File: config.mk
export PLATFORM = sky130hd
export DESIGN_NAME = painel_comando
export DESIGN_NICKNAME = d
export VERILOG_FILES = /design/src/rtl/painel_comando.sv
export SDC_FILE = /design/constraint.sdc
export NUM_CORES = 1
export LEC_CHECK = 0
export BUFFER_PORTS_ARGS = -buffer_cell sky130_fd_sc_hd__buf_2
export CAP_MARGIN = 20
export CORE_UTILIZATION = 62
export CTS_BUF_LIST = sky130_fd_sc_hd__clkbuf_4
export DETAILED_ROUTE_END_ITERATION = 8
export PLACE_DENSITY_LB_ADDON = 0.2
export SLEW_MARGIN = 10
export SYNTH_ARGS = -nofsm -noshare
export SYNTH_HDL_FRONTEND = slang
export SYNTH_SLANG_ARGS = --single-unit
File: constraint.sdc
create_clock -name CLK -period 8.45 [get_ports CLK]
set_clock_uncertainty 0.05 [all_clocks]
set_input_delay 0.845 -clock CLK [delete_from_list [all_inputs] [get_ports CLK]]
set_output_delay 0.845 -clock CLK [all_outputs]
set_load 0.05 [all_outputs]
File: src/rtl/painel_comando.sv
// Front panel for the coffee machine: turns debounced button/keypad events into registered
// machine commands (power, codigo, selecao, start, refill), paced by pump and reservoir feedback.
module painel_comando #(
  parameter int         WARMUP_CYC = 5,
  parameter int         START_TMO  = 8,
  parameter int         REFILL_CYC = 4,
  parameter logic [3:0] RES_FULL   = 4'hF
) (
  input  logic       CLK,
  input  logic       RST,
  input  logic       btn_power,
  input  logic       tecla_valida,
  input  logic [3:0] tecla,
  input  logic [1:0] btn_sel,
  input  logic       btn_start,
  input  logic       btn_refill,
  input  logic       bomba,
  input  logic [3:0] reservatorio,
  output logic       power,
  output logic [6:0] codigo,
  output logic [1:0] selecao,
  output logic       start,
  output logic       refill,
  output logic [2:0] painel_st
);

  localparam int MAX_A = (WARMUP_CYC > START_TMO) ? WARMUP_CYC : START_TMO;
  localparam int MAX_P = (MAX_A > REFILL_CYC) ? MAX_A : REFILL_CYC;
  localparam int CW    = $clog2(MAX_P) + 1;

  typedef enum logic [2:0] {
    DESL    = 3'd0,
    AQUEC   = 3'd1,
    CODIGO  = 3'd2,
    PRONTO  = 3'd3,
    SERVIR  = 3'd4,
    RECARGA = 3'd5
  } state_t;

  state_t          r_state, w_state;
  logic [CW-1:0]   r_cnt, w_cnt;
  logic [6:0]      r_acc, w_acc;
  logic [1:0]      r_ndig, w_ndig;
  logic            r_seen, w_seen;
  logic            r_power, w_power;
  logic [6:0]      r_codigo, w_codigo;
  logic [1:0]      r_selecao, w_selecao;
  logic            r_start, w_start;
  logic            r_refill, w_refill;

  logic            w_is_digit, w_enter, w_clear;
  logic [10:0]     w_acc_mul;
  logic [6:0]      w_acc_sat;

  assign w_is_digit = tecla_valida && (tecla <= 4'd9);
  assign w_enter    = tecla_valida && (tecla == 4'hA);
  assign w_clear    = tecla_valida && (tecla == 4'hB);

  // acc*10 + d needs 11 bits before clamping to the 7-bit code range.
  assign w_acc_mul  = ({4'd0, r_acc} * 11'd10) + {7'd0, tecla};
  assign w_acc_sat  = (w_acc_mul > 11'd127) ? 7'd127 : w_acc_mul[6:0];

  always_comb begin
    w_state   = r_state;
    w_cnt     = r_cnt + CW'(1);
    w_acc     = r_acc;
    w_ndig    = r_ndig;
    w_seen    = r_seen;
    w_power   = r_power;
    w_codigo  = r_codigo;
    w_selecao = r_selecao;
    w_start   = r_start;
    w_refill  = r_refill;

    case (r_state)
      DESL: begin
        w_cnt = '0;
        if (btn_power) begin
          w_state = AQUEC;
          w_power = 1'b1;
        end
      end
      AQUEC: begin
        if (r_cnt >= CW'(WARMUP_CYC - 1)) begin
          w_state = CODIGO;
          w_cnt   = '0;
          w_acc   = '0;
          w_ndig  = '0;
        end
      end
      CODIGO: begin
        if (w_clear) begin
          w_acc  = '0;
          w_ndig = '0;
        end else if (w_enter && (r_ndig != 2'd0)) begin
          w_codigo = r_acc;
          w_state  = PRONTO;
          w_cnt    = '0;
        end else if (w_is_digit && (r_ndig < 2'd3)) begin
          w_acc  = w_acc_sat;
          w_ndig = r_ndig + 2'd1;
        end
      end
      PRONTO: begin
        // start outranks refill, and a key in the same cycle as start is dropped
        if (btn_start) begin
          w_selecao = btn_sel;
          w_start   = 1'b1;
          w_seen    = 1'b0;
          w_state   = SERVIR;
          w_cnt     = '0;
        end else if (btn_refill) begin
          w_refill = 1'b1;
          w_state  = RECARGA;
          w_cnt    = '0;
        end else if (w_clear) begin
          w_codigo = '0;
          w_acc    = '0;
          w_ndig   = '0;
          w_state  = CODIGO;
          w_cnt    = '0;
        end
      end
      SERVIR: begin
        if (bomba) w_seen = 1'b1;
        // Timeout applies only while the pump has never been seen running.
        if ((r_seen && !bomba) ||
            (!r_seen && !bomba && (r_cnt >= CW'(START_TMO - 1)))) begin
          w_start = 1'b0;
          w_seen  = 1'b0;
          w_state = PRONTO;
          w_cnt   = '0;
        end
      end
      RECARGA: begin
        if ((reservatorio == RES_FULL) || (r_cnt >= CW'(REFILL_CYC - 1))) begin
          w_refill = 1'b0;
          w_state  = PRONTO;
          w_cnt    = '0;
        end
      end
      default: begin
        w_state   = DESL;
        w_cnt     = '0;
        w_acc     = '0;
        w_ndig    = '0;
        w_seen    = 1'b0;
        w_power   = 1'b0;
        w_codigo  = '0;
        w_selecao = '0;
        w_start   = 1'b0;
        w_refill  = 1'b0;
      end
    endcase

    // Power-off overrides whatever the state logic decided this cycle.
    if (btn_power && (r_state != DESL)) begin
      w_state   = DESL;
      w_cnt     = '0;
      w_acc     = '0;
      w_ndig    = '0;
      w_seen    = 1'b0;
      w_power   = 1'b0;
      w_codigo  = '0;
      w_selecao = '0;
      w_start   = 1'b0;
      w_refill  = 1'b0;
    end
  end

  always_ff @(posedge CLK) begin
    if (RST) begin
      r_state   <= DESL;
      r_cnt     <= '0;
      r_acc     <= '0;
      r_ndig    <= '0;
      r_seen    <= 1'b0;
      r_power   <= 1'b0;
      r_codigo  <= '0;
      r_selecao <= '0;
      r_start   <= 1'b0;
      r_refill  <= 1'b0;
    end else begin
      r_state   <= w_state;
      r_cnt     <= w_cnt;
      r_acc     <= w_acc;
      r_ndig    <= w_ndig;
      r_seen    <= w_seen;
      r_power   <= w_power;
      r_codigo  <= w_codigo;
      r_selecao <= w_selecao;
      r_start   <= w_start;
      r_refill  <= w_refill;
    end
  end

  assign power     = r_power;
  assign codigo    = r_codigo;
  assign selecao   = r_selecao;
  assign start     = r_start;
  assign refill    = r_refill;
  assign painel_st = r_state;

endmodule
==> results of run 1 <==
-- placed cells by master, fill, tap and decap left out, drive strengths merged, types with 4 or more instances in the layout --
master   count
a21o         5
xnor2        4
o2bb2ai      7
nand3       19
clkinv       4
a31oi        5
o31ai        4
a211oi      10
nor3         6
a21oi       13
ha          16
buf         33
dfxtp       29
nand2        9
clkbuf       5
inv          6
o21ai       15
nor2        12
-- worst max-delay path: cells and delay by family (launching register included) --
kind	cells	cell delay, ps
xor gates and xnor gates	1	220
adders and majority gates	3	950
DFF	1	450
and+or+nand+nor	1	620
AOI/OAI and AO/OA	3	520
-- sequential cells by signal (all words and copies together), names as in the netlist --
signal     count
refill         1
r_ndig         2
r_seen         1
codigo         7
painel_st      3
selecao        2
r_acc          7
power          1
r_cnt          4
start          1
-- stage by stage --
stage                     instances  worst slack, ps  hold slack [ps]
final                           277             5537            405.8
after detailed placement        269             5566            398.4
after CTS                       277             5557            410.7
after global placement          269             5636            393.9
after floorplan                 216             5786            382.9
after global routing            277             5374            426.1
-- power by group through the flow --
stage	Clock (mW)	Sequential, mW	Combinational [mW]
after floorplan	0	0.153	0.0353
after global placement	0	0.150	0.0541
after detailed placement	0	0.150	0.0547
after CTS	0.0784	0.147	0.0549
after global routing	0.0821	0.148	0.0609
final	0.0761	0.147	0.0555
-- worst paths after layout --
kind | end | from | slack, ps
setup reg to reg | r_acc[6]$_SDFFE_PP0P_ | r_acc[1]$_SDFFE_PP0P_ | 5540
hold / removal | codigo[3]$_SDFFE_PP0P_ | codigo[3]$_SDFFE_PP0P_ | 410
hold reg to reg | codigo[3]$_SDFFE_PP0P_ | codigo[3]$_SDFFE_PP0P_ | 410
setup / recovery | r_acc[6]$_SDFFE_PP0P_ | r_acc[1]$_SDFFE_PP0P_ | 5540
-- layout make-up --
cell class	count	area (um2)
Clock buffer	5	37.54
Clock inverter	3	12.51
Fill cell	235	729.5
Inverter	7	26.28
Multi-Input combinational cell	169	1186
Sequential cell	29	580.6
Tap cell	31	38.79
Timing Repair Buffer	33	170.2
-- per-layer routing --
layer / GRT usage / part of all wire / vias up
met5: 0 / 0 / -
met4: 0.1185 / 0.015 / 0
met3: 0.07143 / 0.073 / 8
met2: 0.3748 / 0.43 / 78
met1: 0.3948 / 0.49 / 829
li1: - / - / 881
-- logic make-up after synthesis --
kind of cell / Yosys count / synth area share
AOI/OAI and AO/OA: 73 / 0.2703
xor gates and xnor gates: 7 / 0.03336
DFF: 29 / 0.3159
buffers and inverters: 18 / 0.03880
adders and majority gates: 18 / 0.1307
and+or+nand+nor: 71 / 0.2110
==> run_results.csv, run 1 <==
group,metric,value,unit
yosys,syn_inst,216,
final_layout,drive_gt1_frac,0.1748,
sta,finalSetupViolations,0,
worst_hold_path,hold_class,"reg -> reg",
route,drt_wl_total,4.017,mm
sta,slew_violations,0,
die,die-height,56.45,um
route,drt_iter0_drc,109,
critical_path,critPathLaunchType,"flop",
clock_tree,cts.repair.resized,0,
power_and_ir_drop,peakVddDrop,0.1164,mV
clock_tree,cts_buffers,5,
die,die-area,3186,um2
global_routing,grt_pass1_wl,6.865,mm
placed_design,globalplace.congestion,0.9127,
sta,max_slew.worst_pin.slew,681.2,ps
yosys,async_flop_share,0,
yosys,synth_largest_area_cell,"dfxtp_1",
yosys,synth_top_area_share,0.3159,
critical_path,crit_path_frequent_cell,"ha_1",
final_layout,fin_util,0.7377,
die,fp.coreArea,2781,um2
global_routing,grt_pass1_vias,1564,
final_layout,stdcell_area,2052,um2
placed_design,placed_area,2002,um2
critical_path,path_cells,"ha_1, ha_1, fa_1, xor2_1, o2111ai_1, or4_1, a211oi_1, o2bb2ai_1",
critical_path,cp-end-kind,"flop",
power_and_ir_drop,pwr-share-clk,0.273,
power_and_ir_drop,comb_power_share,0.199,
sta,period_share,0.3448,
critical_path,reg2reg_depth,8,
sta,slew_headroom,0.5410,
clock_tree,clock_path_buffers,2,
clock_tree,h-tree-depth,2,
clock_tree,insertion_delay,330,ps
route,viasPerCell,6.484,
yosys,ys.flop_type,"dfxtp_1",
die,die_x,56.45,um
global_routing,gr-total-overflow,0,
power_and_ir_drop,p_switching,89.69,uW
yosys,synth_cell_types,48,
yosys,ys_top_cells_by_area,"dfxtp_1 32%, ha_1 11%, nand3_1 5.2%, a211oi_1 4.1%, a21oi_1 3.5%",
die,ios,32,
critical_path,slowest_stage,"or4_1",
yosys,synth_common_cells,"29 x dfxtp_1, 19 x nand3_1, 16 x ha_1",
run_status,status,"finished clean",
yosys,synth.most_common_cell,"dfxtp_1",
power_and_ir_drop,seq_power_share,0.527,
critical_path,critPathRequiredTime,8620,ps
power_and_ir_drop,intPower,188.9,uW
global_routing,grt_max_degree,22,
clock_tree,clk_pin_slew,90,ps
critical_path,cp.arrival,3080,ps
clock_tree,root_buffer,"clkbuf_4",
final_layout,syn2layout_area_growth,11.64,%
sta,final_hold_viol_count,0,
yosys,synth_area_per_cell,8.509,um2
global_routing,grtUsageTotal,0.2720,
yosys,seq_area_frac_synth,0.3159,
yosys,yosys_warnings,0,
clock_tree,cts_tree,"built",
yosys,synth_edf_count,0,
placed_design,portBuffers,31,
route,drc,0,
worst_hold_path,hold_path_depth,2,
route,ant_nets,0,
clock_tree,post_cts_buffers,0,
sta,max_freq,343.2,MHz
sta,post-route-min-period,2913,ps
die,initial_core_util,0.6608,
sta,rsz0062_at_grt,"no",
critical_path,crit_type,"reg -> reg",
final_layout,n_antenna_cell,0,
power_and_ir_drop,power.leakage,0.9113,nW
yosys,synth-seq-cells,29,
yosys,synthesis.nets,251,
power_and_ir_drop,p_per_area,135.8,nW/um2
clock_tree,ctsHoldBuffers,0,
clock_tree,numClockSinks,29,
final_layout,finalNetCount,280,
power_and_ir_drop,switching_share,0.3219,
placed_design,dp_hpwl,3.049,mm
power_and_ir_drop,finalPower,278.6,uW
sta,tns,0,ps
route,wire_per_inst,14.50,um
run,maxCapViolCount,0,
global_routing,antenna_found_initial,0,
route,detailroute.via_count,1796,
critical_path,worst-path-max-fanout,7,
die,row_count,19,
route,drt-pass1-iter-count,4,
yosys,synthesis.area,1838,um2
critical_path,slowest_delay,620,ps
Note: power is estimated with default switching activity, not from simulation.
==> inputs of run 2 (changes only) <==
Settings changed: CORE_UTILIZATION 62 to 58.
Clock period 8.45 ns to 2.7 ns, I/O delays scaled along.
==> run 2 against run 1 <==
Effect of this change:
- sequential share of layout area decreased by 1.9 points
- via count decreased by 1.7%
- first-iteration DRC count is 22% higher
- total power rose to 3.2 times the previous value
- clock power rose to 3.4 times the previous value
- worst hold slack got worse by 330 ps
- count of clock-buffer cells in the layout unchanged
- largest power group unchanged
- critical path depth grew 1
- fmax increased by 12%
- cell area grew 7.0%
==> run_results.csv, run 2 (synthesis gave the netlist of run 1 again) <==
group,metric,value,unit
run_status,status,"finished clean",
critical_path,path_cells,"ha_1, ha_1, fa_2, buf_4, a211o_2, o21ai_0, o21ai_1, a211oi_2, o2bb2ai_1",
critical_path,crit_type,"reg -> reg",
clock_tree,ctsHoldBuffers,0,
sta,period_share,0.9609,
sta,holdWs,79.87,ps
critical_path,critPathRequiredTime,2870,ps
global_routing,grtUsageTotal,0.2689,
final_layout,drive_gt1_frac,0.2490,
clock_tree,clk_pin_slew,100,ps
power_and_ir_drop,finalPower,895.4,uW
power_and_ir_drop,power.leakage,0.9751,nW
route,wire_per_inst,14.38,um
critical_path,crit_path_frequent_cell,"ha_1",
critical_path,worst-path-max-fanout,7,
clock_tree,cts_buffers,5,
clock_tree,numClockSinks,29,
global_routing,grt_max_degree,22,
power_and_ir_drop,p_per_area,407.8,nW/um2
sta,layout_setup_ws,105.6,ps
sta,final_hold_viol_count,0,
critical_path,slowest_delay,380,ps
die,row_count,20,
route,drc,0,
final_layout,syn2layout_area_growth,19.47,%
placed_design,post-place-ws,-110.1,ps
critical_path,critPathLaunchType,"flop",
route,detailroute.via_count,1766,
die,die-height,58.30,um
clock_tree,insertion_delay,330,ps
placed_design,dp_hpwl,3.100,mm
route,drt_wl_total,4.329,mm
global_routing,gr-total-overflow,0,
run,maxCapViolCount,0,
die,ios,32,
critical_path,slowest_stage,"fa_2",
route,viasPerCell,5.867,
route,drt_iter0_drc,133,
sta,rsz0062_at_grt,"no",
power_and_ir_drop,intPower,598.9,uW
sta,tns,0,ps
placed_design,portBuffers,31,
global_routing,grt_pass1_vias,1488,
route,ant_nets,0,
clock_tree,clock_path_buffers,2,
final_layout,final_cell_mix,"31 x buf_2, 29 x dfxtp_1, 19 x nand3_1",
critical_path,cp.arrival,2760,ps
die,initial_core_util,0.6070,
power_and_ir_drop,p_switching,296.5,uW
sta,slew_violations,0,
global_routing,grt_pass1_wl,6.913,mm
power_and_ir_drop,peakVddDrop,0.3640,mV
clock_tree,cts_tree,"built",
clock_tree,root_buffer,"clkbuf_4",
global_routing,antenna_found_initial,0,
power_and_ir_drop,seq_power_share,0.513,
final_layout,final_common_cell,"buf_2",
power_and_ir_drop,comb_power_share,0.203,
final_layout,finalNonFillerCells,301,
die,fp.coreArea,3028,um2
sta,max_slew.worst_pin.slew,711.3,ps
die,die_x,58.30,um
critical_path,cp_top_family,"compound AO/OA/AOI/OAI gates",
final_layout,n_antenna_cell,0,
placed_design,globalplace.congestion,0.8995,
critical_path,path_buf_inv,1,
sta,max_freq,385.4,MHz
placed_design,dpl.cell_count,292,
final_layout,nFillCells,252,
power_and_ir_drop,pwr-share-clk,0.284,
critical_path,cp-end-kind,"flop",
die,die-area,3398,um2
power_and_ir_drop,switching_share,0.3312,
sta,finalSetupViolations,0,
worst_hold_path,hold_class,"in -> reg",
clock_tree,h-tree-depth,2,
route,drt-pass1-iter-count,4,
sta,slew_headroom,0.5226,
sta,post-route-min-period,2594,ps
final_layout,finalNetCount,291,
run 2: cell count changes in the layout (fill, tap and decap cells not counted), moves of 2 or more:
cell	previous run	this run
buf_4	2	13
clkinv_1	3	1
a211oi_1	10	6
a211oi_2	0	4
run 2: cell type report:
type / count / area, um2 / share of cell area
clock buffers: 5 / 37.54 / 0.01709
inverters: 7 / 26.28 / 0.01197
multi-input cells: 169 / 1226 / 0.5584
flip-flops and latches: 29 / 580.6 / 0.2644
clock inverters: 3 / 17.52 / 0.007977
repair buffers: 44 / 252.7 / 0.1151
well taps: 44 / 55.05 / 0.02507
run 2: layer usage:
layer,track usage,wire (um),share of wire,vias to the layer above
met1,0.4105,2234,0.52,800
met5,0,0,0,-
met2,0.3612,1773,0.41,60
met4,0.1122,67,0.015,0
li1,-,-,-,901
met3,0.05934,253,0.058,5
run 2: repair_timing:
| action | in CTS | in global routing |
|---|---|---|
| gates cloned | 0 | 0 |
| pin swaps | 0 | 2 |
| resized for setup | 3 | 5 |
| setup endpoints to repair | 7 | 7 |
| buffers inserted | 0 | 1 |
run 2: power groups by stage:
stage / logic [mW] / registers, mW / clock network (mW)
after CTS: 0.176 / 0.459 / 0.262
after detailed placement: 0.174 / 0.468 / 0
after global routing: 0.197 / 0.461 / 0.286
after floorplan: 0.111 / 0.480 / 0
after global placement: 0.173 / 0.468 / 0
final: 0.182 / 0.459 / 0.255
run 2: path summary, 6_finish.rpt:
kind / endpoint / cells after the start / slack, ps / start
max: r_acc[3]$_SDFFE_PP0P_ / 9 / 110 / r_acc[1]$_SDFFE_PP0P_
min: painel_st[0]$_SDFFE_PP0P_ / 2 / 80 / RST
max reg2reg: r_acc[3]$_SDFFE_PP0P_ / 9 / 110 / r_acc[1]$_SDFFE_PP0P_
min reg2reg: codigo[4]$_SDFFE_PP0P_ / 2 / 410 / codigo[4]$_SDFFE_PP0P_
run 2: worst reg2reg max path, cell delays in order (launching register included):
cell and delay [ps]:
dfxtp_1 320, ha_1 300, ha_1 240, fa_2 380, buf_4 150, a211o_2 320
o21ai_0 70, o21ai_1 240, a211oi_2 300, o2bb2ai_1 100
run 2: stage by stage:
step           instance area (um2)    util
6_report                      2196  0.7252
4_1_cts                       2165  0.7149
5_1_grt                       2196  0.7252
3_5_place_dp                  2093  0.6913
3_3_place_gp                  2093  0.6913
2_1_floorplan                 1838       -
==> inputs of run 3 (changes only) <==
Settings changed: CELL_PAD_IN_SITES_DETAIL_PLACEMENT set to 1, CELL_PAD_IN_SITES_GLOBAL_PLACEMENT set to 1, CORE_MARGIN set to 5, CORE_UTILIZATION 58 to 43, GPL_TIMING_DRIVEN set to 1.
==> run 3 against run 2 <==
Effect of this change:
- sequential share of layout area is 0.63 points lower
- global-route usage shrank 8.0 points
- critical endpoint is now r_acc[4]$_SDFFE_PP0P_
- largest power group unchanged
- routed wire length is 15% higher
- highest routed layer unchanged
==> run_results.csv, run 3 (synthesis gave the netlist of run 1 again) <==
group,metric,value,unit
route,viasPerCell,5.816,
placed_design,placed_area,2123,um2
route,drt_wl_total,4.980,mm
route,wire_per_inst,16.06,um
worst_hold_path,hold_class,"in -> reg",
clock_tree,clk_pin_slew,100,ps
critical_path,cp_top_family,"adder cells",
sta,rsz0062_at_grt,"no",
sta,final_hold_viol_count,0,
route,ant_nets,0,
clock_tree,clock_path_buffers,2,
critical_path,critPathLaunchType,"flop",
sta,layout_setup_ws,96.09,ps
route,detailroute.via_count,1803,
route,drc,0,
route,wl_met1,2.570,mm
final_layout,finalNetCount,294,
clock_tree,insertion_delay,330,ps
critical_path,path_cells,"ha_1, ha_1, fa_1, xor2_2, o2111ai_1, or4_4, a211oi_1, o2bb2ai_1",
global_routing,antenna_found_initial,0,
critical_path,worst-path-max-fanout,7,
final_layout,syn2layout_area_growth,22.40,%
critical_path,cp.arrival,2780,ps
die,initial_core_util,0.4498,
critical_path,slowest_delay,500,ps
die,fp.coreArea,4086,um2
run_status,status,"finished clean",
run,maxCapViolCount,0,
power_and_ir_drop,peakVddDrop,0.3431,mV
final_layout,n_antenna_cell,0,
critical_path,critPathRequiredTime,2870,ps
critical_path,path_buf_inv,0,
final_layout,final_cell_mix,"31 x buf_2, 29 x dfxtp_1, 19 x nand3_1",
die,die-height,75.38,um
final_layout,final_common_cell,"buf_2",
final_layout,nFillCells,530,
sta,slew_headroom,0.5573,
route,drt_iter0_drc,84,
clock_tree,numClockSinks,29,
sta,post-route-min-period,2604,ps
clock_tree,h-tree-depth,2,
sta,period_share,0.9644,
clock_tree,cts_buffers,5,
global_routing,grtUsageTotal,0.1892,
critical_path,crit_path_frequent_cell,"ha_1",
final_layout,drive_gt1_frac,0.2385,
die,die_x,75.38,um
global_routing,grt_pass1_wl,8.211,mm
critical_path,slowest_stage,"or4_4",
power_and_ir_drop,finalPower,1.095,mW
global_routing,grt_pass1_vias,1730,
final_layout,stdcell_area,2250,um2
sta,finalSetupViolations,0,
die,die-area,5682,um2
placed_design,dp_hpwl,3.891,mm
die,row_count,23,
sta,max_slew.worst_pin.slew,663.1,ps
placed_design,globalplace.congestion,0.8065,
die,ios,32,
placed_design,post-place-ws,-181.7,ps
global_routing,gr-total-overflow,0,
critical_path,cp-end-kind,"flop",
clock_tree,root_buffer,"clkbuf_4",
power_and_ir_drop,p_per_area,486.7,nW/um2
sta,max_freq,384.0,MHz
route,drt-pass1-iter-count,4,
placed_design,portBuffers,31,
critical_path,crit_type,"reg -> reg",
clock_tree,cts_tree,"built",
route,wl_met3,213,um
global_routing,grt_max_degree,22,
route,route.met2.wl,2.142,mm
sta,slew_violations,0,
power_and_ir_drop,power.leakage,1.014,nW
route,top_layer_used,"met4",
clock_tree,ctsHoldBuffers,0,
## run 3: worst reg2reg max path, delay by kind of cell, from the launching register on
kind                       cells  cell delay [ps]
AOI/OAI and AO/OA              3              500
xor gates and xnor gates       1              180
adders and majority gates      3              940
DFF                            1              330
and+or+nand+nor                1              500
## run 3: layer usage
metal	vias to the layer above	track usage
met4	0	0.04660
met5	-	0
met3	5	0.04617
li1	903	-
met1	862	0.2704
met2	33	0.2857
## run 3: path summary, 6_finish.rpt
path | from | to | slack, ps | depth (start not counted)
worst max-delay path | r_acc[1]$_SDFFE_PP0P_ | r_acc[4]$_SDFFE_PP0P_ | 100 | 8
worst min-delay path | RST | painel_st[0]$_SDFFE_PP0P_ | 70 | 2
worst max register to register | r_acc[1]$_SDFFE_PP0P_ | r_acc[4]$_SDFFE_PP0P_ | 100 | 8
worst min register to register | codigo[4]$_SDFFE_PP0P_ | codigo[4]$_SDFFE_PP0P_ | 410 | 2
## run 3: power by group
group	leakage [nW]	total (mW)	internal, mW	switching [mW]
clock network	0.0552	0.447	0.287	0.161
registers	0.234	0.459	0.438	0.0212
logic	0.725	0.188	0.0662	0.122
## run 3: metrics by stage
step	cells	setup TNS [ps]	utilization	hold WS, ps
2_1_floorplan	216	0	-	289.1
3_3_place_gp	301	0	0.5196	392.7
5_1_grt	310	0	0.5505	53.60
4_1_cts	310	0	0.5505	56.54
3_5_place_dp	301	-1004	0.5196	401.7
6_report	310	0	0.5505	65.92
## run 3: what timing repair did
item                       CTS  global route
setup endpoints to repair    7             7
buffers inserted             1             0
gates resized for setup      3             0
pin swaps                    0             1
## run 3: area by class of cell
cell class | count | area [um2] | share of cell area
multi-input cells | 169 | 1202 | 0.5345
flip-flops and latches | 29 | 580.6 | 0.2581
repair buffers | 47 | 275.3 | 0.1224
clock inverters | 3 | 65.06 | 0.02892
well taps | 50 | 62.56 | 0.02781
clock buffers | 5 | 37.54 | 0.01669
inverters | 7 | 26.28 | 0.01168
